$ cat config.mk
export PLATFORM = sky130hd
export DESIGN_NAME = nibble_serial_adder
export DESIGN_NICKNAME = d
export VERILOG_FILES = /design/src/rtl/nibble_serial_adder.sv
export SDC_FILE = /design/constraint.sdc
export NUM_CORES = 1
export LEC_CHECK = 0
export BUFFER_PORTS_ARGS = -buffer_cell sky130_fd_sc_hd__buf_2
export CORE_MARGIN = 2
export CORE_UTILIZATION = 25
export CTS_CLUSTER_DIAMETER = 100
export DETAILED_ROUTE_END_ITERATION = 6
export PLACE_DENSITY_LB_ADDON = 0.08
export REMOVE_ABC_BUFFERS = 1
export SYNTH_ARGS = -nofsm -noshare
export SYNTH_HDL_FRONTEND = slang
export SYNTH_SLANG_ARGS = --single-unit
export TNS_END_PERCENT = 10
$ cat constraint.sdc
create_clock -name clk -period 8 [get_ports clk]
set_input_delay 0.8 -clock clk [delete_from_list [all_inputs] [get_ports clk]]
set_output_delay 0.8 -clock clk [all_outputs]
set_load 0.03 [all_outputs]
$ cat src/rtl/nibble_serial_adder.sv
// Wide adder built from one 4-bit ripple-carry slice, one nibble per clock, LSB first.
// Optional subtract mode (adds port `sub`) when SERIAL_ADDER_SUB_EN is defined.

module ripplecarryadder_4 (
  input  logic [3:0] in1,
  input  logic [3:0] in2,
  input  logic       cin,
  output logic [3:0] sum,
  output logic       cout
);
  logic c1_s, c2_s, c3_s;

  assign sum[0] = in1[0] ^ in2[0] ^ cin;
  assign c1_s   = (in1[0] & in2[0]) | (cin & (in1[0] ^ in2[0]));
  assign sum[1] = in1[1] ^ in2[1] ^ c1_s;
  assign c2_s   = (in1[1] & in2[1]) | (c1_s & (in1[1] ^ in2[1]));
  assign sum[2] = in1[2] ^ in2[2] ^ c2_s;
  assign c3_s   = (in1[2] & in2[2]) | (c2_s & (in1[2] ^ in2[2]));
  assign sum[3] = in1[3] ^ in2[3] ^ c3_s;
  assign cout   = (in1[3] & in2[3]) | (c3_s & (in1[3] ^ in2[3]));
endmodule

module nibble_serial_adder #(
  parameter int NIBBLES = 4
) (
  input  logic                 clk,
  input  logic                 rst,
  input  logic                 in_valid,
  output logic                 in_ready,
  input  logic [4*NIBBLES-1:0] a,
  input  logic [4*NIBBLES-1:0] b,
  input  logic                 cin,
`ifdef SERIAL_ADDER_SUB_EN
  input  logic                 sub,
`endif
  output logic                 out_valid,
  input  logic                 out_ready,
  output logic [4*NIBBLES-1:0] sum,
  output logic                 cout
);
  localparam int W  = 4 * NIBBLES;
  localparam int IW = (NIBBLES > 1) ? $clog2(NIBBLES) : 1;
  localparam logic [IW-1:0] LAST = IW'(NIBBLES - 1);

  typedef enum logic [1:0] {IDLE = 2'd0, RUN = 2'd1, DONE = 2'd2} state_t;

  state_t        state;
  logic [W-1:0]  a_q, b_q, sum_q;
  logic          carry_q, cout_q;
  logic [IW-1:0] idx;
  logic          in_ready_r, out_valid_r;
  logic          sub_q;

  logic [W-1:0]  a_sh_s, b_sh_s;
  logic [3:0]    slice_b_s, slice_sum_s;
  logic          slice_cout_s;
  logic          sub_s;
  logic          init_carry_s;

`ifdef SERIAL_ADDER_SUB_EN
  assign sub_s = sub;
`else
  assign sub_s = 1'b0;
`endif

  // Subtract is a + ~b + 1, so the initial carry is forced to 1 and cin is ignored.
  assign init_carry_s = sub_s ? 1'b1 : cin;

  assign a_sh_s    = a_q >> {idx, 2'b00};
  assign b_sh_s    = b_q >> {idx, 2'b00};
  assign slice_b_s = sub_q ? ~b_sh_s[3:0] : b_sh_s[3:0];

  ripplecarryadder_4 u_slice (
    .in1  (a_sh_s[3:0]),
    .in2  (slice_b_s),
    .cin  (carry_q),
    .sum  (slice_sum_s),
    .cout (slice_cout_s)
  );

  // Sequencer: accept operands, walk the nibbles, then hold the result until taken.
  always_ff @(posedge clk) begin
    if (rst) begin
      state       <= IDLE;
      a_q         <= {W{1'b0}};
      b_q         <= {W{1'b0}};
      sum_q       <= {W{1'b0}};
      carry_q     <= 1'b0;
      cout_q      <= 1'b0;
      idx         <= {IW{1'b0}};
      sub_q       <= 1'b0;
      in_ready_r  <= 1'b0;
      out_valid_r <= 1'b0;
    end else begin
      case (state)
        IDLE: begin
          in_ready_r <= 1'b1;
          if (in_valid && in_ready_r) begin
            a_q        <= a;
            b_q        <= b;
            sub_q      <= sub_s;
            carry_q    <= init_carry_s;
            idx        <= {IW{1'b0}};
            sum_q      <= {W{1'b0}};
            in_ready_r <= 1'b0;
            state      <= RUN;
          end
        end
        RUN: begin
          sum_q[{idx, 2'b00} +: 4] <= slice_sum_s;
          carry_q                  <= slice_cout_s;
          if (idx == LAST) begin
            cout_q      <= slice_cout_s;
            out_valid_r <= 1'b1;
            state       <= DONE;
          end else begin
            idx <= idx + IW'(1);
          end
        end
        DONE: begin
          if (out_ready) begin
            out_valid_r <= 1'b0;
            in_ready_r  <= 1'b1;
            state       <= IDLE;
          end
        end
        default: begin
          in_ready_r  <= 1'b0;
          out_valid_r <= 1'b0;
          state       <= IDLE;
        end
      endcase
    end
  end

  assign in_ready  = in_ready_r;
  assign out_valid = out_valid_r;
  assign sum       = sum_q;
  assign cout      = cout_q;
endmodule

==> impl_metrics.tcl <==
set metrics [dict create \
    num_io_pins 56 \
    grt_usage 0.120 \
    antenna_left 0 \
    grt_pass1_vias 1868 \
    yosysTopAreaCellShare 0.460 \
    diodes 0 \
    cts_tree "built" \
    ys_ff_latch 56 \
    final_common_cell "nand2_1" \
    synth_area_leader_cell "dfxtp_1" \
    crit_start "idx[0]" \
    outcome "complete, no violations" \
    drt_first_iter_violations 34 \
    place_ws_ns 4.57 \
    cts.sinks 56 \
    via_count 1931 \
    clock_latency_ns 0.30 \
    finalSetupViolCount 0 \
    top_usage_layer "met2" \
    grt_pass1_wl_mm 9.74 \
    cts_buffers 5 \
    period_minus_slack_ns 3.40 \
    r2r_slack_ns 4.60 \
    grt_max_degree 52 \
    met3_usage 0.0305 \
    post_cts_buffers 0 \
    h-tree-depth 2 \
    required_ns 8.25 \
    regToRegStartpoint "idx[0]" \
    startpoint_type "flop" \
    drc 0 \
    drv_slew 0 \
    setup_ws_ns 4.60 \
    rsz0062_at_grt "no" \
    grtUsageMet2 0.181 \
    initial_core_util 0.253 \
    cp_max_fo 16 \
    portBuffers 55 \
    worst_r2r_endpoint "sum[3]" \
    layout_common_cells "nand2_1 (65), dfxtp_1 (56), buf_2 (55)" \
    hold_viol_final 0 \
    dp_hpwl_mm 4.16 \
    tightest_slew_ns 0.828 \
    fill_cells 1080 \
    fin_crit_sh 0.424 \
    synth_area_um2 2440 \
    nets 354 \
    clk_path_buf_depth 2 \
    maxCapViolCount 0 \
    arrival_ns 3.65 \
    avgSynthCellArea_um2 9.30 \
    max_slew_margin 0.447 \
    critPathCaptureType "flop" \
    hp-class "flop to flop" \
    antenna_found_initial 0 \
    skew_ns 0.00397 \
    syn-instance-count 262 \
    ir_worst_vdd_mv 0.0597 \
    fmax_mhz 295 \
    core-area_um2 9640 \
    hold_buffers 0 \
    netlist_top_cells_area "dfxtp_1 (46%), nand2_1 (10%), a21oi_1 (7.6%), mux4_2 (7.4%), a22o_1 (5.7%)" \
    wl_per_cell_um 13.6 \
    synth_warnings 0 \
    critical_path_class "flop to flop" \
    yosysSeqAreaShare 0.460 \
    path_clk_slew_ns 0.09 \
    area_growth_pct 19.0 \
    cts-resized-gates 0 \
    first_pass_iters 4 \
    leakagePower_uw 0.00117 \
    grt_util_met1 0.171 \
    die_area_um2 10600 \
    drt_wl_total_mm 5.98 \
    setup_tns_ns 0 \
    whs_ns 0.458 \
    power_density_nw_per_um2 187 \
    gp_congestion 0.742 \
    yosysUniqueCellTypes 36 \
    rr_worst_depth 11 \
    gr-total-overflow 0 \
    fp-row-count 36 \
    worstSetupEndpoint "sum[3]" \
    drive_gt1_frac 0.244 \
    die-height_um 103 \
    cts-root-buf "clkbuf_8" \
    die-width_um 103 \
    viasPerCell 4.38 \
]
report_power, final:
part           internal, µW  switching (µW)  total, µW
sequential              289            10.3        299
clock                  90.1            88.5        179
combinational          27.1            36.5       63.6
worst max-delay path, cell delays in order, from the launching register on:
cell	delay, ns
dfxtp_1	0.87
mux4_2	0.59
inv_1	0.09
fa_1	0.17
inv_1	0.05
fa_1	0.35
inv_1	0.08
fa_1	0.15
inv_1	0.05
fa_1	0.47
nor2b_1	0.28
a22o_1	0.19
worst min path at each step:
stage,cells past startpoint,end,from
CTS,2,a_q[2],a_q[2]
floorplan,2,a_q[10],a_q[10]
global placement,2,b_q[2],b_q[2]
finish,2,a_q[2],a_q[2]
detailed placement,2,a_q[2],a_q[2]
global route,2,b_q[7],b_q[7]
cell usage after synthesis (all sizes together):
| master | instances |
|---|---|
| o21ai | 6 |
| or3 | 1 |
| nand4bb | 1 |
| buf | 14 |
| nor3 | 2 |
| ha | 4 |
| and2b | 1 |
| and4bb | 1 |
| a21oi | 37 |
| fa | 4 |
| a22o | 16 |
| o31ai | 1 |
| and3 | 3 |
| nor2b | 2 |
| nor2 | 6 |
| o32ai | 1 |
| nor4b | 1 |
| or3b | 1 |
| nand2b | 3 |
| nand2 | 65 |
| mux4 | 8 |
| nand3b | 1 |
| a21o | 4 |
| nor3b | 1 |
| nand3 | 2 |
| clkbuf | 3 |
| and3b | 2 |
| a2bb2oi | 1 |
| inv | 12 |
| dfxtp | 56 |
| a22oi | 2 |
registers in the layout (all words and copies together), names as in the netlist:
signal     cells
b_q           16
idx            2
cout           1
out_valid      1
state          2
in_ready       1
a_q           16
carry_q        1
sum           16
through the flow:
step / total power [µW] / cells / instance area [µm²] / util
floorplan: 342 / 245 / 2340 / -
global placement: 371 / 435 / 2800 / 0.291
detailed placement: 371 / 435 / 2800 / 0.291
CTS: 554 / 441 / 2900 / 0.301
global route: 573 / 441 / 2900 / 0.301
finish: 542 / 441 / 2900 / 0.301
cell families (layout without fill, tap and decap cells):
family,Yosys count,after routing,share of synthesized area
and+or+nand+nor,93,93,0.182
muxes,8,8,0.0739
DFF,56,56,0.460
buffers and inverters,29,75,0.0565
adders and majority gates,8,8,0.0534
AOI/OAI and AO/OA,68,68,0.175
area by class of cell:
type                    count  area [µm²]  share of cell area
clock buffers               5        68.8              0.0237
clock inverters             1        30.0              0.0104
inverters                  12        45.0              0.0155
multi-input cells         177        1180               0.406
flip-flops and latches     56        1120               0.387
well taps                 133         166              0.0574
repair buffers             57         290               0.100
metal layers:
layer	share of wire	routed length (µm)	vias up
li1	-	-	998
met1	0.52	3130	884
met2	0.42	2510	41
met3	0.046	278	8
met4	0.011	68	0
met5	0	0	-
Note: power is estimated with default switching activity, not from simulation.
